`config.mk`:
```
export PLATFORM = sky130hd
export DESIGN_NAME = regfile_wb
export DESIGN_NICKNAME = d
export VERILOG_FILES = /design/src/rtl/regfile_wb_pkg.sv /design/src/rtl/regfile_wb_cond_eval.sv /design/src/rtl/regfile_wb.sv
export SDC_FILE = /design/constraint.sdc
export NUM_CORES = 1
export LEC_CHECK = 0
export CAP_MARGIN = 20
export CORE_ASPECT_RATIO = 1.2
export CORE_UTILIZATION = 40
export CTS_CLUSTER_SIZE = 25
export DETAILED_ROUTE_END_ITERATION = 7
export DONT_BUFFER_PORTS = 1
export GPL_TIMING_DRIVEN = 0
export SETUP_SLACK_MARGIN = 0.15
export SLEW_MARGIN = 30
export SYNTH_ARGS = -nofsm -noshare
export SYNTH_HDL_FRONTEND = slang
export SYNTH_SLANG_ARGS = --single-unit
```
`constraint.sdc`:
```
create_clock -name clk -period 5.4 [get_ports clk]
set_input_delay 0.27 -clock clk [delete_from_list [all_inputs] [get_ports clk]]
set_output_delay 0.27 -clock clk [all_outputs]
set_load 0.02 [all_outputs]
```
`src/rtl/regfile_wb_pkg.sv`:
```
// -----------------------------------------------------------------------------
// regfile_wb_pkg
//
// Shared definitions for the write-back end of the execute datapath.
//   - Width constants: DATAWIDTH, REGWIDTH, PRSWIDTH, NUM_REGS
//   - PSR bit indices: psrC, psrL, psrF, psrZ, psrN
//   - Condition codes COND_EQ .. COND_NV (4-bit)
//   - cond_eval_f(): evaluates a condition code against a PSR value.
//     Branch control calls the same function, so Scond and conditional
//     branches always decode conditions identically.
//
// No configuration macros are used in this file.
// -----------------------------------------------------------------------------
package regfile_wb_pkg;

   localparam int DATAWIDTH = 16;
   localparam int REGWIDTH  = 4;
   localparam int PRSWIDTH  = 5;
   localparam int NUM_REGS  = 1 << REGWIDTH;

   // Bit positions of the flags inside the PSR.
   localparam int psrC = 0;   // carry
   localparam int psrL = 1;   // low (unsigned compare)
   localparam int psrF = 2;   // flag (overflow)
   localparam int psrZ = 3;   // zero / equal
   localparam int psrN = 4;   // negative (signed compare)

   typedef enum logic [3:0] {
      COND_EQ = 4'd0,
      COND_NE = 4'd1,
      COND_CS = 4'd2,
      COND_CC = 4'd3,
      COND_HI = 4'd4,
      COND_LS = 4'd5,
      COND_GT = 4'd6,
      COND_LE = 4'd7,
      COND_FS = 4'd8,
      COND_FC = 4'd9,
      COND_LO = 4'd10,
      COND_HS = 4'd11,
      COND_LT = 4'd12,
      COND_GE = 4'd13,
      COND_UC = 4'd14,
      COND_NV = 4'd15
   } cond_e;

   // Pure combinational decode of a condition code. Every one of the 16
   // encodings is listed, so the result is never undefined.
   function automatic logic cond_eval_f(input logic [PRSWIDTH-1:0] p,
                                        input logic [3:0]          c);
      logic z;
      logic l;
      logic n;
      logic f;
      logic cy;
      logic r;
      z  = p[psrZ];
      l  = p[psrL];
      n  = p[psrN];
      f  = p[psrF];
      cy = p[psrC];
      r  = 1'b0;
      case (cond_e'(c))
         COND_EQ: r = z;
         COND_NE: r = ~z;
         COND_CS: r = cy;
         COND_CC: r = ~cy;
         COND_HI: r = l;
         COND_LS: r = ~l;
         COND_GT: r = n;
         COND_LE: r = ~n;
         COND_FS: r = f;
         COND_FC: r = ~f;
         COND_LO: r = ~l & ~z;
         COND_HS: r = l | z;
         COND_LT: r = ~n & ~z;
         COND_GE: r = n | z;
         COND_UC: r = 1'b1;
         COND_NV: r = 1'b0;
         default: r = 1'b0;
      endcase
      return r;
   endfunction

endpackage : regfile_wb_pkg

```
`src/rtl/regfile_wb_cond_eval.sv`:
```
// -----------------------------------------------------------------------------
// cond_eval
//
// Combinational condition evaluator shared by Scond and branch control.
//
// Ports:
//   psr_i     in  PRSWIDTH  program status register value
//   cond_i    in  4         condition code (COND_EQ .. COND_NV)
//   result_o  out 1         1 when the condition holds for psr_i
//
// No configuration macros are used in this file.
// -----------------------------------------------------------------------------
module cond_eval
   import regfile_wb_pkg::*;
(
   input  logic [PRSWIDTH-1:0] psr_i,
   input  logic [3:0]          cond_i,
   output logic                result_o
);

   always_comb begin
      result_o = cond_eval_f(psr_i, cond_i);
   end

endmodule : cond_eval

```
`src/rtl/regfile_wb.sv`:
```
// -----------------------------------------------------------------------------
// regfile_wb
//
// Write-back end of the execute datapath: a 16 x 16-bit register file with a
// one-entry write-back staging register, two combinational read ports, the
// program status register, and the condition evaluator driving COND_RSLT.
//
// Ports:
//   clk        in  1          single clock, all state on the rising edge
//   reset      in  1          synchronous, active-high
//   write      in  1          write-back enable for this cycle
//   rWb        in  REGWIDTH   write-back destination register
//   wb_data    in  DATAWIDTH  write-back data
//   rSrc       in  REGWIDTH   source read address
//   rDst       in  REGWIDTH   destination read address
//   dSrc       out DATAWIDTH  source read data (combinational)
//   dDst       out DATAWIDTH  destination read data (combinational)
//   psr_we     in  1          capture psrIn into the PSR
//   psrIn      in  PRSWIDTH   flags from the ALU
//   psr        out PRSWIDTH   registered PSR
//   cond       in  4          condition code
//   COND_RSLT  out 1          cond evaluated against the registered PSR
//
// Configuration macro:
//   WB_BYPASS_EN  defined   : read ports forward the staged write (RAW = 1)
//                 undefined : read ports return the array only   (RAW = 2)
//
// Pipeline: a write presented in cycle N is staged at edge N+1 and committed
// to the array at edge N+2. The read ports only ever see registered values,
// so there is no same-cycle path from wb_data back to dSrc/dDst.
// -----------------------------------------------------------------------------
module regfile_wb
   import regfile_wb_pkg::*;
(
   input  logic                 clk,
   input  logic                 reset,
   input  logic                 write,
   input  logic [REGWIDTH-1:0]  rWb,
   input  logic [DATAWIDTH-1:0] wb_data,
   input  logic [REGWIDTH-1:0]  rSrc,
   input  logic [REGWIDTH-1:0]  rDst,
   output logic [DATAWIDTH-1:0] dSrc,
   output logic [DATAWIDTH-1:0] dDst,
   input  logic                 psr_we,
   input  logic [PRSWIDTH-1:0]  psrIn,
   output logic [PRSWIDTH-1:0]  psr,
   input  logic [3:0]           cond,
   output logic                 COND_RSLT
);

   // ---------------------------------------------------------------------
   // State
   // ---------------------------------------------------------------------
   logic                 wb_v_q, wb_v_d;
   logic [REGWIDTH-1:0]  wb_a_q, wb_a_d;
   logic [DATAWIDTH-1:0] wb_d_q, wb_d_d;
   logic [PRSWIDTH-1:0]  psr_q,  psr_d;
   logic [DATAWIDTH-1:0] array_q [NUM_REGS];

   // ---------------------------------------------------------------------
   // Next-state logic
   // ---------------------------------------------------------------------
   // NOTE: every always_comb output gets a value before any branch, so no
   // path through the block can leave it unassigned and infer a latch.
   always_comb begin
      // The staging register reloads every cycle; wb_v simply follows write,
      // so an idle cycle drops the valid bit without extra control.
      wb_v_d = write;
      wb_a_d = rWb;
      wb_d_d = wb_data;
      psr_d  = psr_q;
      if (psr_we) begin
         psr_d = psrIn;
      end
   end

   // ---------------------------------------------------------------------
   // Staging register and PSR
   // ---------------------------------------------------------------------
   // NOTE: sequential state uses non-blocking assignments so every register
   // samples pre-edge values; the same-edge commit + restage relies on it.
   always_ff @(posedge clk) begin
      if (reset) begin
         wb_v_q <= 1'b0;
         wb_a_q <= '0;
         wb_d_q <= '0;
         psr_q  <= '0;
      end else begin
         wb_v_q <= wb_v_d;
         wb_a_q <= wb_a_d;
         wb_d_q <= wb_d_d;
         psr_q  <= psr_d;
      end
   end

   // ---------------------------------------------------------------------
   // Register array
   // ---------------------------------------------------------------------
   // NOTE: the array is architecturally visible as zero after reset, so it
   // is reset explicitly (flops, not a RAM macro). Reset also takes priority
   // over a pending commit, which is how a staged write gets discarded.
   always_ff @(posedge clk) begin
      if (reset) begin
         for (int i = 0; i < NUM_REGS; i++) begin
            array_q[i] <= '0;
         end
      end else if (wb_v_q) begin
         // Commits leave in staging order, so back-to-back writes to the
         // same register resolve with the later one winning.
         array_q[wb_a_q] <= wb_d_q;
      end
   end

   // ---------------------------------------------------------------------
   // Read ports
   // ---------------------------------------------------------------------
   always_comb begin
      dSrc = array_q[rSrc];
      dDst = array_q[rDst];
`ifdef WB_BYPASS_EN
      // Forward the staged (not yet committed) write. Uses only registered
      // values, so no combinational path from wb_data exists.
      if (wb_v_q && (wb_a_q == rSrc)) begin
         dSrc = wb_d_q;
      end
      if (wb_v_q && (wb_a_q == rDst)) begin
         dDst = wb_d_q;
      end
`endif
   end

   // ---------------------------------------------------------------------
   // PSR output and condition evaluation
   // ---------------------------------------------------------------------
   assign psr = psr_q;

   // Evaluated against the registered PSR only: a psr_we in the same cycle
   // has no effect until the following cycle.
   cond_eval u_cond_eval (
      .psr_i    (psr_q),
      .cond_i   (cond),
      .result_o (COND_RSLT)
   );

endmodule : regfile_wb
```
After elaboration in Yosys (flattened, before gate mapping)
Memory sizes are Yosys's and may differ from the RTL's. Cells that the tools add are included.

Memories: 1. Word-level logic and storage cells: 40. Memory bits (writable): 256. Flip-flop bits (word level): 26.

Reduce and logical (&&, ||, !) cells: 2. Multiplexer cells: 9. Eq/ne operators: 15. Bitwise logic cells: 9.

Memory list: array_q (words 16, bits a word 16, rd ports 2, clocked after Yosys merged registers in 0, wr ports 16, RTL line regfile_wb.sv:58) `logic [DATAWIDTH-1:0] array_q [NUM_REGS];`.

Operator list (count): $eq A4 B4 Y1 const B (8); $eq A4 B3 Y1 const B (4); $mux W16 (1); $pmux W1 S16 (1); $reduce_or A16 Y1 (1); $eq A4 B2 Y1 const B (2); $mux W1 (6); $not A1 Y1 (5); $eq A4 B1 Y1 const B (1); $logic_not A4 Y1 (1); $mux W4 (1); $and A1 B1 Y1 (2); $or A1 B1 Y1 (2).

Logic depth before layout (Yosys ltp)
Depth after elaboration: 5. Gate-level depth with buffers: 5.

Cells and area by module
Synthesis repeated with hierarchy kept, for this count alone.

Cells, all modules: 943. Area, all modules: 14306.2 um^2.

Modules (own cells, without submodules): regfile_wb (times used 1, cells each 920, sequential area each 8207.9 um^2, area each 14122.3 um^2); cond_eval (times used 1, cells each 23, sequential area each 0.0 um^2, area each 183.9 um^2).

Worst setup path after synthesis
Ideal clock, no wire load.

Path type: reg2reg. Start: register wb_v_q. End: memory array_q[6][0] (enable). Setup slack: 3.574 ns. Required time: 5.027 ns. Setup time: 0.373 ns. Arrival time: 1.453 ns. Stages on the path, launching flop included: 5. Cell sequence: dfxtp_1 > nor3b_4 > nand2_4 > nor2_4 > or2_1.

RTL lines: start: declaration (RTL line regfile_wb.sv:54) `logic wb_v_q, wb_v_d;`; start signal: assignment (RTL line regfile_wb.sv:89) `wb_v_q <= wb_v_d;`; end: declaration (RTL line regfile_wb.sv:58).

Worst setup path after layout
Start: input rDst[1]. End: output dDst[6].

Longest elaborated chain between the ends: 1.

RTL lines: start: declaration (RTL line regfile_wb.sv:41) `input logic [REGWIDTH-1:0] rDst,`; $mem_v2 Z16 W16; end: declaration (RTL line regfile_wb.sv:43) `output logic [DATAWIDTH-1:0] dDst,`.

No other way between the ends.

==> flow_summary.toml <==
[logic_synthesis]
synth_edf_count = 256
synth.net_count = 986
synth-seq-cells = 282
synth_common_cells = "edfxtp_1 (256), and2_1 (252), mux4_2 (128)"
synthMuxAreaShare = 0.202
synth-xor-area-share = 0.000600
synthAdderAreaFrac = 0
synth_top_family_by_area = "multiplexers"
synth-warning-count = 0
syn_avg_cell_area_sq_um = 15.4
yosysSeqAreaShare = 0.562
synth_compound_area_frac = 0.0378
synthTopCellsByArea = "edfxtp_1 (53%), mux4_2 (20%), and2_1 (11%)"
netlist-cell-type-count = 40
synth-simple-area-share = 0.165
syn_area_sq_um = 14600
synth-async-reset-ratio = 0
synthCells = 945
synth_top_area_share = 0.527
synth.largest_area_cell = "edfxtp_1"
synth_most_common_cell = "edfxtp_1"
synth_ff_type = "edfxtp_1"

[global_routing]
grt_pass1_wl_um = 58500
overflow = 0
grt_max_degree = 17
antenna_found_initial = 0
grtUsageTotal = 0.220
grt_pass1_vias = 8936

[power]
p_per_area_nw_per_um2 = 306
ir_drop_uv = 237
leakage_nw = 5.97

[clock_tree]
cts_resized = 0
cts_tree = "yes"
cts_hold_buf = 27
clock-sinks = 282
htreeDepth = 1
cts_buffer_depth = 3
insertion_delay_ns = 0.55
post-cts-setup-buffers = 0
cts.clk_slew.worst_paths_ns = 0.06
clock-root-buffer = "clkbuf_16"
numCtsBuffers = 29

[floorplanning]
core_area_sq_um = 35900
die_h_um = 211
die_area_sq_um = 37300
fp-row-count = 76
pin_count = 79
die_x_um = 176
start_util = 0.406

[place]
place.port_buffers = 0
post-dp-hpwl_um = 28500
post-place-ws_ns = 2.97
place.gp.congestion = 0.891

[detailed_routing]
detail_route.vias_per_cell = 5.56
vias = 8306
drt_iter0_markers = 739
wl_per_cell_um = 26.5
postRouteAntennaNets = 0
totalWireLength_um = 39600
drc = 0
dr.pass1.iters = 5

[setup_path]
crit_path_start_kind = "input pin"
r2r_end = "array_q[6][8]$_SDFFCE_PN0P_"
rr_startpoint = "wb_v_q$_SDFF_PP0_"
reg2reg_setup_slack_ns = 3.03
critPathKind = "in2out"
cp.required_ns = 5.13
crit_path_end_kind = "primary output"
endpoint = "dDst[6]"
reg2reg_depth = 4
cp-startpoint = "rDst[1]"
worst_ep_arrival_time_ns = 2.19
critPathMaxFanout = 10

[timing]
worst_pin_slew_ns = 0.956
final.setup_skew_ns = 0.0106
holdWs_ns = 0.0948
period_needed_ns = 2.46
final-setup-viol-count = 0
min_period_over_period = 0.455
setup_tns_ns = 0
max_freq_mhz = 407
setup_ws_ns = 2.94
final_hold_viol_count = 0
relSlewSlack = 0.363
rsz0062_at_grt = "false"
maxSlewViolCount = 0

[layout]
fin_nets = 1044
diodes = 0
area_growth_pct = 12.6
final_layout_size_suffix_gt1_frac = 0.242

[flow_run]
maxCapViolations = 0

[hold_path]
hp-class = "in2reg"

[run_status]
status = "finished clean"
==> layout make-up <==
type	instances	area, sq um
Multi-Input combinational cell	580	5920
Tap cell	468	586
Buffer	81	468
Fill cell	3209	19500
Clock buffer	36	782
Timing Repair Buffer	27	270
Clock inverter	18	200
Sequential cell	282	8210
Inverter	2	7.51
==> where the power goes <==
group	leakage (nW)	internal (mW)	switching [mW]	total, mW
combinational	2.53	0.179	0.288	0.468
sequential	2.97	2.44	0.0481	2.49
clock	0.473	1.22	0.861	2.08
total	5.97	3.84	1.20	5.03
==> worst max-delay path: stages <==
cell and delay (ns):
buf_2 0.34, clkbuf_1 0.62, mux4_2 0.46, a22oi_1 0.23
nand2_1 0.26
==> worst min path at each step <==
| stage | startpoint | endpoint | slack, ns | depth (start not counted) |
|---|---|---|---|---|
| 2_1_floorplan | reset | wb_a_q[3]$_SDFF_PP0_ | 0.34 | 1 |
| 3_3_place_gp | reset | wb_v_q$_SDFF_PP0_ | 0.34 | 1 |
| 3_5_place_dp | reset | wb_v_q$_SDFF_PP0_ | 0.34 | 1 |
| 4_1_cts | reset | psr[4]$_SDFFE_PP0P_ | 0.09 | 2 |
| 5_1_grt | reset | psr[4]$_SDFFE_PP0P_ | 0.13 | 2 |
| 6_report | reset | psr[4]$_SDFFE_PP0P_ | 0.09 | 2 |
==> state kept, by name, summed over array words and instances (netlist names) <==
signal and count:
array_q 256, psr 5, wb_a_q 4, wb_d_q 16, wb_v_q 1
==> cell families (layout without fill, tap and decap cells) <==
| logic type | Yosys count | in the layout |
|---|---|---|
| AO/OA/AOI/OAI | 74 | 74 |
| buffers and inverters | 83 | 164 |
| AND/OR/NAND/NOR | 370 | 370 |
| XOR/XNOR | 1 | 1 |
| flip-flops | 282 | 282 |
| multiplexers | 135 | 135 |
==> routing by layer <==
layer  GRT usage  routed length (um)  vias to the layer above
met5           0                   0                        -
met4      0.0963                1850                        0
met3      0.0331                2000                       79
met2       0.391               20700                      237
met1       0.264               15100                     4264
li1            -                   -                     3726
==> per-stage QoR <==
step                      total power, mW  cell area, sq um  utilization  instances
after floorplan                      2.83             14600            -        945
after global placement               2.99             15200        0.422       1413
after detailed placement             2.99             15200        0.422       1413
after CTS                            5.06             16400        0.457       1494
after global routing                 5.17             16400        0.457       1494
final                                5.03             16400        0.457       1494
==> layout by cell type, fill, tap and decap left out, types with 6 or more instances in the layout <==
cell type / n
mux2i_1: 7
nand2_1: 32
nor2_4: 12
and2_2: 6
clkbuf_1: 48
or2_2: 10
or2_1: 6
buf_6: 16
buf_2: 7
nor2_1: 9
clkinv_2: 6
clkbuf_16: 29
edfxtp_1: 256
dfxtp_1: 26
dlygate4sd3_1: 27
nor2b_1: 26
buf_4: 9
mux4_2: 128
a22oi_1: 64
and2_1: 252
Power figures use the tool's default switching activity.
